`src/rtl/text_ram_arbiter_pkg.sv`:
```
// Shared constants, FSM encoding and RAM command type for the text RAM arbiter.
// Latency: n/a (declarations only).
// Backpressure: n/a.
package text_pkg;

  localparam int TEXT_CHARS = 1920;
  localparam int ADDR_W     = 11;
  localparam int DATA_W     = 8;

  localparam logic [DATA_W-1:0] FILL_CHAR = 8'h20;
  localparam logic [ADDR_W-1:0] LAST_ADDR = ADDR_W'(TEXT_CHARS - 1);

  typedef enum logic [1:0] {
    IDLE    = 2'd0,
    RD_WAIT = 2'd1,
    ACK     = 2'd2
  } cpu_state_t;

  // One RAM access as presented on the single port.
  typedef struct packed {
    logic              we;
    logic [ADDR_W-1:0] addr;
    logic [DATA_W-1:0] wdata;
  } ram_cmd_t;

  // True when the cell address exists in the character RAM.
  function automatic logic addr_ok(input logic [ADDR_W-1:0] addr);
    return addr < ADDR_W'(TEXT_CHARS);
  endfunction

endpackage

```
`src/rtl/text_ram_arbiter_clear_engine.sv`:
```
// Screen-clear engine: sweeps every cell writing FILL_CHAR, one cell per free cycle.
// Latency: busy from the cycle after clr_start; TEXT_CHARS non-video cycles in total.
// Backpressure: holds its counter in any cycle where vid_req is high.
module text_clear_engine
  import text_pkg::*;
(
  input  logic              clk,
  input  logic              rst,
  input  logic              clr_start,
  input  logic              vid_req,
  output logic              clr_busy,
  output logic              clr_we,
  output logic [ADDR_W-1:0] clr_addr
);

  logic [ADDR_W-1:0] cnt;

  // Start, advance and finish the sweep; a start while busy is ignored and
  // the counter parks on the last cell instead of wrapping.
  always_ff @(posedge clk) begin
    if (rst) begin
      clr_busy <= 1'b0;
      cnt      <= '0;
    end else if (!clr_busy) begin
      if (clr_start) begin
        clr_busy <= 1'b1;
        cnt      <= '0;
      end
    end else if (!vid_req) begin
      if (cnt == LAST_ADDR) begin
        clr_busy <= 1'b0;
      end else begin
        cnt <= cnt + ADDR_W'(1);
      end
    end
  end

  // A write is issued only in cycles the video path leaves free.
  assign clr_we   = clr_busy && !vid_req;
  assign clr_addr = cnt;

endmodule

```
`src/rtl/text_ram_arbiter.sv`:
```
// Three-way arbiter for the single-port text RAM: video fetch > screen clear > CPU.
// Latency: video data 2 cycles after vid_req; CPU write ack G+1, read ack G+2.
// Backpressure: video never stalls; clear stalls on video; CPU waits (no ack) while busy.
module text_ram_arbiter
  import text_pkg::*;
(
  input  logic              CLK,
  input  logic              RST,
  input  logic              vid_req,
  input  logic [ADDR_W-1:0] vid_addr,
  output logic [DATA_W-1:0] vid_data,
  output logic              vid_valid,
  input  logic              cpu_req,
  input  logic              cpu_we,
  input  logic [ADDR_W-1:0] cpu_addr,
  input  logic [DATA_W-1:0] cpu_wdata,
  output logic              cpu_ack,
  output logic [DATA_W-1:0] cpu_rdata,
  input  logic              clr_start,
  output logic              clr_busy,
  output logic [ADDR_W-1:0] ram_addr,
  output logic              ram_we,
  output logic [DATA_W-1:0] ram_wdata,
  input  logic [DATA_W-1:0] ram_rdata
);

  cpu_state_t        state;
  logic              cpu_grant;
  logic              rd_oor;
  logic              vid_p1;
  logic              vid_oor_p1;
  logic              clr_we;
  logic [ADDR_W-1:0] clr_addr;
  ram_cmd_t          cmd;

  text_clear_engine u_clear (
    .clk       (CLK),
    .rst       (RST),
    .clr_start (clr_start),
    .vid_req   (vid_req),
    .clr_busy  (clr_busy),
    .clr_we    (clr_we),
    .clr_addr  (clr_addr)
  );

  // The CPU only gets the port when idle and nobody with higher priority wants it.
  assign cpu_grant = (state == IDLE) && cpu_req && !vid_req && !clr_busy;

  // Port mux: video > clear > CPU; writes are suppressed during reset and for
  // CPU addresses outside the character array.
  always_comb begin
    cmd = '{we: 1'b0, addr: cpu_addr, wdata: cpu_wdata};
    if (vid_req) begin
      cmd.addr = vid_addr;
    end else if (clr_we) begin
      cmd.we    = 1'b1;
      cmd.addr  = clr_addr;
      cmd.wdata = FILL_CHAR;
    end else if (cpu_grant) begin
      cmd.we = cpu_we && addr_ok(cpu_addr);
    end
    if (RST) begin
      cmd.we = 1'b0;
    end
  end

  assign ram_addr  = cmd.addr;
  assign ram_we    = cmd.we;
  assign ram_wdata = cmd.wdata;

  // Video fetch pipeline: tag the request, capture the RAM output one cycle later.
  always_ff @(posedge CLK) begin
    if (RST) begin
      vid_p1     <= 1'b0;
      vid_oor_p1 <= 1'b0;
      vid_valid  <= 1'b0;
      vid_data   <= '0;
    end else begin
      vid_p1     <= vid_req;
      vid_oor_p1 <= !addr_ok(vid_addr);
      vid_valid  <= vid_p1;
      if (vid_p1) begin
        vid_data <= vid_oor_p1 ? '0 : ram_rdata;
      end
    end
  end

  // CPU access FSM: grant, optional read wait, then a single ack cycle during
  // which no new grant is made.
  always_ff @(posedge CLK) begin
    if (RST) begin
      state     <= IDLE;
      cpu_ack   <= 1'b0;
      cpu_rdata <= '0;
      rd_oor    <= 1'b0;
    end else begin
      cpu_ack <= 1'b0;
      case (state)
        IDLE: begin
          if (cpu_grant) begin
            rd_oor <= !addr_ok(cpu_addr);
            if (cpu_we) begin
              state   <= ACK;
              cpu_ack <= 1'b1;
            end else begin
              state <= RD_WAIT;
            end
          end
        end
        RD_WAIT: begin
          cpu_rdata <= rd_oor ? '0 : ram_rdata;
          cpu_ack   <= 1'b1;
          state     <= ACK;
        end
        ACK: begin
          state <= IDLE;
        end
        default: begin
          state <= IDLE;
        end
      endcase
    end
  end

endmodule

```
`config.mk`:
```
export PLATFORM = sky130hd
export DESIGN_NAME = text_ram_arbiter
export DESIGN_NICKNAME = d
export VERILOG_FILES = /design/src/rtl/text_ram_arbiter_pkg.sv /design/src/rtl/text_ram_arbiter_clear_engine.sv /design/src/rtl/text_ram_arbiter.sv
export SDC_FILE = /design/constraint.sdc
export NUM_CORES = 1
export LEC_CHECK = 0
export CAP_MARGIN = 30
export CELL_PAD_IN_SITES_DETAIL_PLACEMENT = 1
export CELL_PAD_IN_SITES_GLOBAL_PLACEMENT = 2
export CORE_MARGIN = 10
export CORE_UTILIZATION = 23
export DETAILED_ROUTE_END_ITERATION = 10
export PLACE_DENSITY = 0.89
export SETUP_SLACK_MARGIN = 0.05
export SLEW_MARGIN = 20
export SYNTH_ARGS = -nofsm -noshare
export SYNTH_HDL_FRONTEND = slang
export SYNTH_HIERARCHICAL = 1
export SYNTH_SLANG_ARGS = --single-unit
```
`constraint.sdc`:
```
create_clock -name CLK -period 2 [get_ports CLK]
set_clock_uncertainty 0.1 [all_clocks]
set_input_delay 0.2 -clock CLK [delete_from_list [all_inputs] [get_ports CLK]]
set_output_delay 0.2 -clock CLK [all_outputs]
set_load 0.1 [all_outputs]
```
Word level (Yosys, flattened, before mapping)
Cells that the tools add are included.
{"block": "totals", "register_bits": 35, "output_inout_bits": 39}
{"block": "classes", "eq_ne": 5, "mux": 23, "n_lt_le_gt_ge": 2, "add_sub_neg": 1, "n_reduce_logical": 13}
{"operator": "2-to-1 mux 11 bit", "count": 5}
{"operator": "2-to-1 mux 8 bit", "count": 3}
{"operator": "less-than comparator 11 bit (second input constant)", "count": 2}
{"operator": "2-to-1 mux 19 bit", "count": 1}
{"operator": "adder 11 x 1 -> 11 bit (second input constant)", "count": 1}
{"operator": "== test 11 bit (second input constant)", "count": 1}
{"operator": "2-to-1 mux 1 bit", "count": 10}
{"operator": "!= test 2 bit (second input constant)", "count": 3}
{"operator": "logical AND 1 bit", "count": 5}
{"operator": "zero test 1 bit", "count": 4}
{"operator": "2-to-1 mux 2 bit", "count": 2}
{"operator": "one-hot mux 2 bit (2 select lines)", "count": 1}
{"operator": "AND reduction 3 bit", "count": 1}
{"operator": "== test 2 x 1 -> 1 bit (second input constant)", "count": 1}
{"operator": "zero test 2 bit", "count": 1}
{"operator": "one-hot mux 1 bit (2 select lines)", "count": 1}
{"operator": "AND reduction 2 bit", "count": 1}
{"operator": "nonzero test 2 bit", "count": 1}

Longest topological paths before layout
{"block": "depth", "depth_word": 8, "depth_mapped": 6, "ltp_nobuf": 5}

Cells and area by module
Netlist, hierarchy kept.
{"mod": "text_ram_arbiter", "cells_each": 141, "area_each_um2": 1152.4, "n_inst": 1, "seq_area_each_um2": 460.4}
{"mod": "text_clear_engine", "cells_each": 81, "area_each_um2": 709.4, "n_inst": 1, "seq_area_each_um2": 240.2}

Least setup slack after synthesis
No wires, ideal clock.
{"block": "synth_timing", "kind": "register to output", "from": "register u_clear.clr_busy", "to": "output ram_addr[6]", "stages_incl_launch_ff": 6, "arrival_time_ns": 3.913, "required_ns": 1.700, "slack_ns": -2.213, "cell_sequence": "dfxtp_1 nand2b_2 clkinv_4 buf_4 mux2i_1 o21ai_0"}
{"block": "synth_via", "elab_chain_cells": 3}
{"element": "start, declared", "line": "text_ram_arbiter_clear_engine.sv:11", "rtl": "output logic clr_busy,"}
{"element": "start signal, assigned", "line": "text_ram_arbiter_clear_engine.sv:22", "rtl": "clr_busy <= 1'b0;"}
{"element": "start signal, assigned", "line": "text_ram_arbiter_clear_engine.sv:26", "rtl": "clr_busy <= 1'b1;"}
{"element": "start signal, assigned", "line": "text_ram_arbiter_clear_engine.sv:31", "rtl": "clr_busy <= 1'b0;"}
{"element": "logical AND 1 bit", "line": "text_ram_arbiter_clear_engine.sv:39", "rtl": "assign clr_we = clr_busy && !vid_req;"}
{"element": "via clr_we", "line": "text_ram_arbiter.sv:32", "rtl": "logic clr_we;"}
{"element": "2-to-1 mux 19 bit", "line": "text_ram_arbiter.sv:55", "rtl": "end else if (clr_we) begin"}
{"element": "2-to-1 mux 11 bit", "line": "text_ram_arbiter.sv:53", "rtl": "if (vid_req) begin"}
{"element": "end, declared", "line": "text_ram_arbiter.sv:21", "rtl": "output logic [ADDR_W-1:0] ram_addr,"}
The timed path passes the listed nets, and every way through them passes these cells.

Worst setup path after layout
{"block": "layout_timing", "from": "register u_clear.clr_busy", "to": "output ram_addr[7]"}
Same word-level chain as after synthesis.

==> impl_results.md <==
* Post-synth top area share at 37.6%
* Clock Sink Count at 35
* Total Power at 2.01 mW
* Largest net degree at the start of global routing at 22
* Synth Area per Inst at 8.39 sq um
* Asr flop ratio synth at 0%
* Flops & latches, synth at 35
* Final net count at 354
* Crit path depth at 5
* Synth Cell Area at 0.00186 sq mm
* Cts hold-fix bufs at 0
* EDFF count, synth at 0
* Leading post-synthesis cells by cell area: dfxtp_1 38%, mux2i_1 6.5%, a21oi_1 5.9%
* Power per standard cell area at 624 mW/mm^2
* Hold Crit Class: flip-flop to flip-flop
* Full die area at 0.0121 sq mm
* Reg2Reg Depth at 4
* Share of layout cells above drive strength 1 at 29.4%
* Run status: complete, no violations
* Cells along the critical path: nand2b_4 > clkinv_8 > mux2i_2 > o21ai_4 > buf_12
* Area leader, netlist: dfxtp_1
* CP Buf/Inv Count at 2
* Post-synthesis sequential area ratio at 37.6%
* Hpwl dp at 5830 um
* Fmax at 530 MHz
* Hold Path Stages at 2
* WHS at 0.356 ns
* Initial DRC count at 58
* Overflow after GRT at 0
* Final setup vio count at 0
* Fin crit share at 94.3%
* Placed cell areas at 0.00311 sq mm
* Worst Path Arrival at 1.59 ns
* Port bufs at 82
* Final worst setup slack at 0.114 ns
* Post-synthesis mux area share at 6.45%
* Mapped Cells at 222
* Min Tclk post-route at 1.89 ns
* Simple-Gate Fraction of Synth Area at 32.1%
* Final WL at 7240 um
* Antenna violations before repair at 0
* Top FF cell, synth: dfxtp_1
* Core Region at 0.00781 sq mm
* I/O Pins at 83
* Detailed Routing Iterations Pass 1 at 4
* Antenna viol nets, final at 0
* Routed length per instance at 17.6 um
* RePlAce Congestion at 0.749
* DIE HEIGHT at 110 um
* Largest family of logic cells by synthesized area: simple AND/OR/NAND/NOR gates
* Max incr delay on CP at 0.37 ns
* Post-Synth Adder-Cell Area at 0.672%
* Max-slew violations at 0
* Syn nets at 267
* P_leak at 1.20 nW
* Tightest Pin Transition at 0.546 ns
* Worst-Skew Late Latency at 0.29 ns
* Antenna Cells at 0
* Fin. Hold Viols at 0
* Gr usage total at 11.7%
* Post-Synth XOR/XNOR Area at 0.470%
* Crit path kind: flip-flop to primary output
* Drt via density at 4.90
* Post-synth cell types at 48
* CP Launch Type: flip-flop
* Post-place setup slack at 0.112 ns
* Critical path peak fanout at 21
* Row count at 32
* Yosys Warn Count at 6
* CP max stage cell: dfxtp_4
* Vias at 2018
* Clock buffer depth at 2
* Vias in the first global route at 2181
* CTS HTree Levels at 2
* Slew headroom at 63.6%
* Layout area overhead at 73.3%
* Number of buffers created by CTS at 5
* First-pass GRT wire length at 11200 um
* Delay-heaviest family, CP: flip-flops
* Clk root buf: clkbuf_8
* Initial Utilization at 23.8%
* Die Span X at 110 um
* Crit. End Element: primary output
* Synth Area in Compound Gates at 18.0%
* Worst IR drop on VDD at 0.251 mV
* CTS tree: built
* Max capacitance violation total at 0
* Crit path required time at 1.70 ns
* Final Cell Area at 0.00323 sq mm
* RSZ-0062 raised after global routing: false
* Residual DRC at 0
* Clock transition at path regs at 0.08 ns
## power by group
part           leakage [nW]  switching (mW)  internal, mW
clock                0.0445           0.280         0.243
combinational         0.872           0.479         0.281
sequential            0.285          0.0170         0.713
total                  1.20           0.776          1.24
## flip-flops by register name, indices dropped and copies added, names as in the netlist
signal,cells
vid_oor_p1,1
vid_valid,1
u_clear/clr_busy,1
cpu_ack,1
u_clear/clr_addr,11
vid_data,8
rd_oor,1
vid_p1,1
cpu_rdata,8
state,2
## final timing paths
path	start	end	slack [ns]
setup reg to reg	u_clear/clr_addr[2]	u_clear/clr_addr[10]	0.26
setup / recovery	u_clear/clr_busy	ram_addr[7]	0.11
hold reg to reg	cpu_rdata[6]	cpu_rdata[6]	0.36
hold / removal	cpu_rdata[6]	cpu_rdata[6]	0.36
## through the flow
step	utilization [%]	setup TNS, ns	instances
after global placement	39.8	0	402
final	41.3	0	412
after floorplan	-	-0.0161	222
after global routing	41.3	0	412
after detailed placement	39.8	0	402
after CTS	41.2	0	411
## Yosys cell counts, types with 2 or more instances
| master | number |
|---|---|
| nand3_1 | 14 |
| o21ai_1 | 3 |
| buf_6 | 2 |
| nand3b_1 | 9 |
| a311oi_1 | 2 |
| o21ai_0 | 12 |
| clkbuf_1 | 8 |
| nor2_1 | 4 |
| mux2i_1 | 12 |
| nand4_1 | 6 |
| nand2_1 | 28 |
| a211oi_1 | 2 |
| o41ai_1 | 2 |
| buf_2 | 2 |
| dfxtp_1 | 35 |
| nor2b_1 | 5 |
| nand2b_1 | 11 |
| a21oi_1 | 22 |
| o211ai_1 | 3 |
| and2_1 | 10 |
| nor3_1 | 2 |
| nor4b_1 | 2 |
## worst register-to-register path, cell delays in order (launching register included)
cell     delay (ns)
dfxtp_1        0.43
and4_1         0.38
nand4_2        0.18
or4_1          0.49
o21ai_1        0.09
## layer usage
metal / GRT usage, % / wire [um] / share of wire [%]
met1: 12.9 / 2880 / 40
met3: 4.18 / 495 / 6.8
met5: 0 / 0 / 0
met2: 21.5 / 3830 / 53
met4: 1.39 / 26 / 0.36
## cell families (layout without fill, tap and decap cells)
family	Yosys count	in the layout
AOI/OAI and AO/OA	55	55
and+or+nand+nor	102	102
adders and majority gates	1	1
muxes	12	12
xor gates and xnor gates	1	1
buffers and inverters	16	104
DFF	35	35
## layout make-up
cell class | instances | area (sq um)
fill | 891 | 4580
inverter | 3 | 23.8
multi-input combinational | 171 | 1230
tap | 102 | 128
clock inverter | 3 | 18.8
clock buffer | 5 | 68.8
timing repair buffer | 93 | 1050
sequential | 35 | 704
## what timing repair did
action	in CTS	in global routing
pin swaps	2	3
endpoints found under the setup margin	9	1
hold endpoints to repair	0	0
resized for setup	3	0
setup buffers	1	1
## cell usage in the layout, fill, tap and decap left out, drive strengths merged, types with 4 or more instances in the layout
cell type / count
clkdlybuf4s50: 42
nand3b: 9
and2: 10
nor2b: 5
nand2b: 12
clkbuf: 5
buf: 51
nand2: 28
nand4: 7
o21ai: 15
mux2i: 12
nand3: 14
a21oi: 22
nor2: 4
dfxtp: 35
No activity file was read; power rests on OpenSTA's default activity.
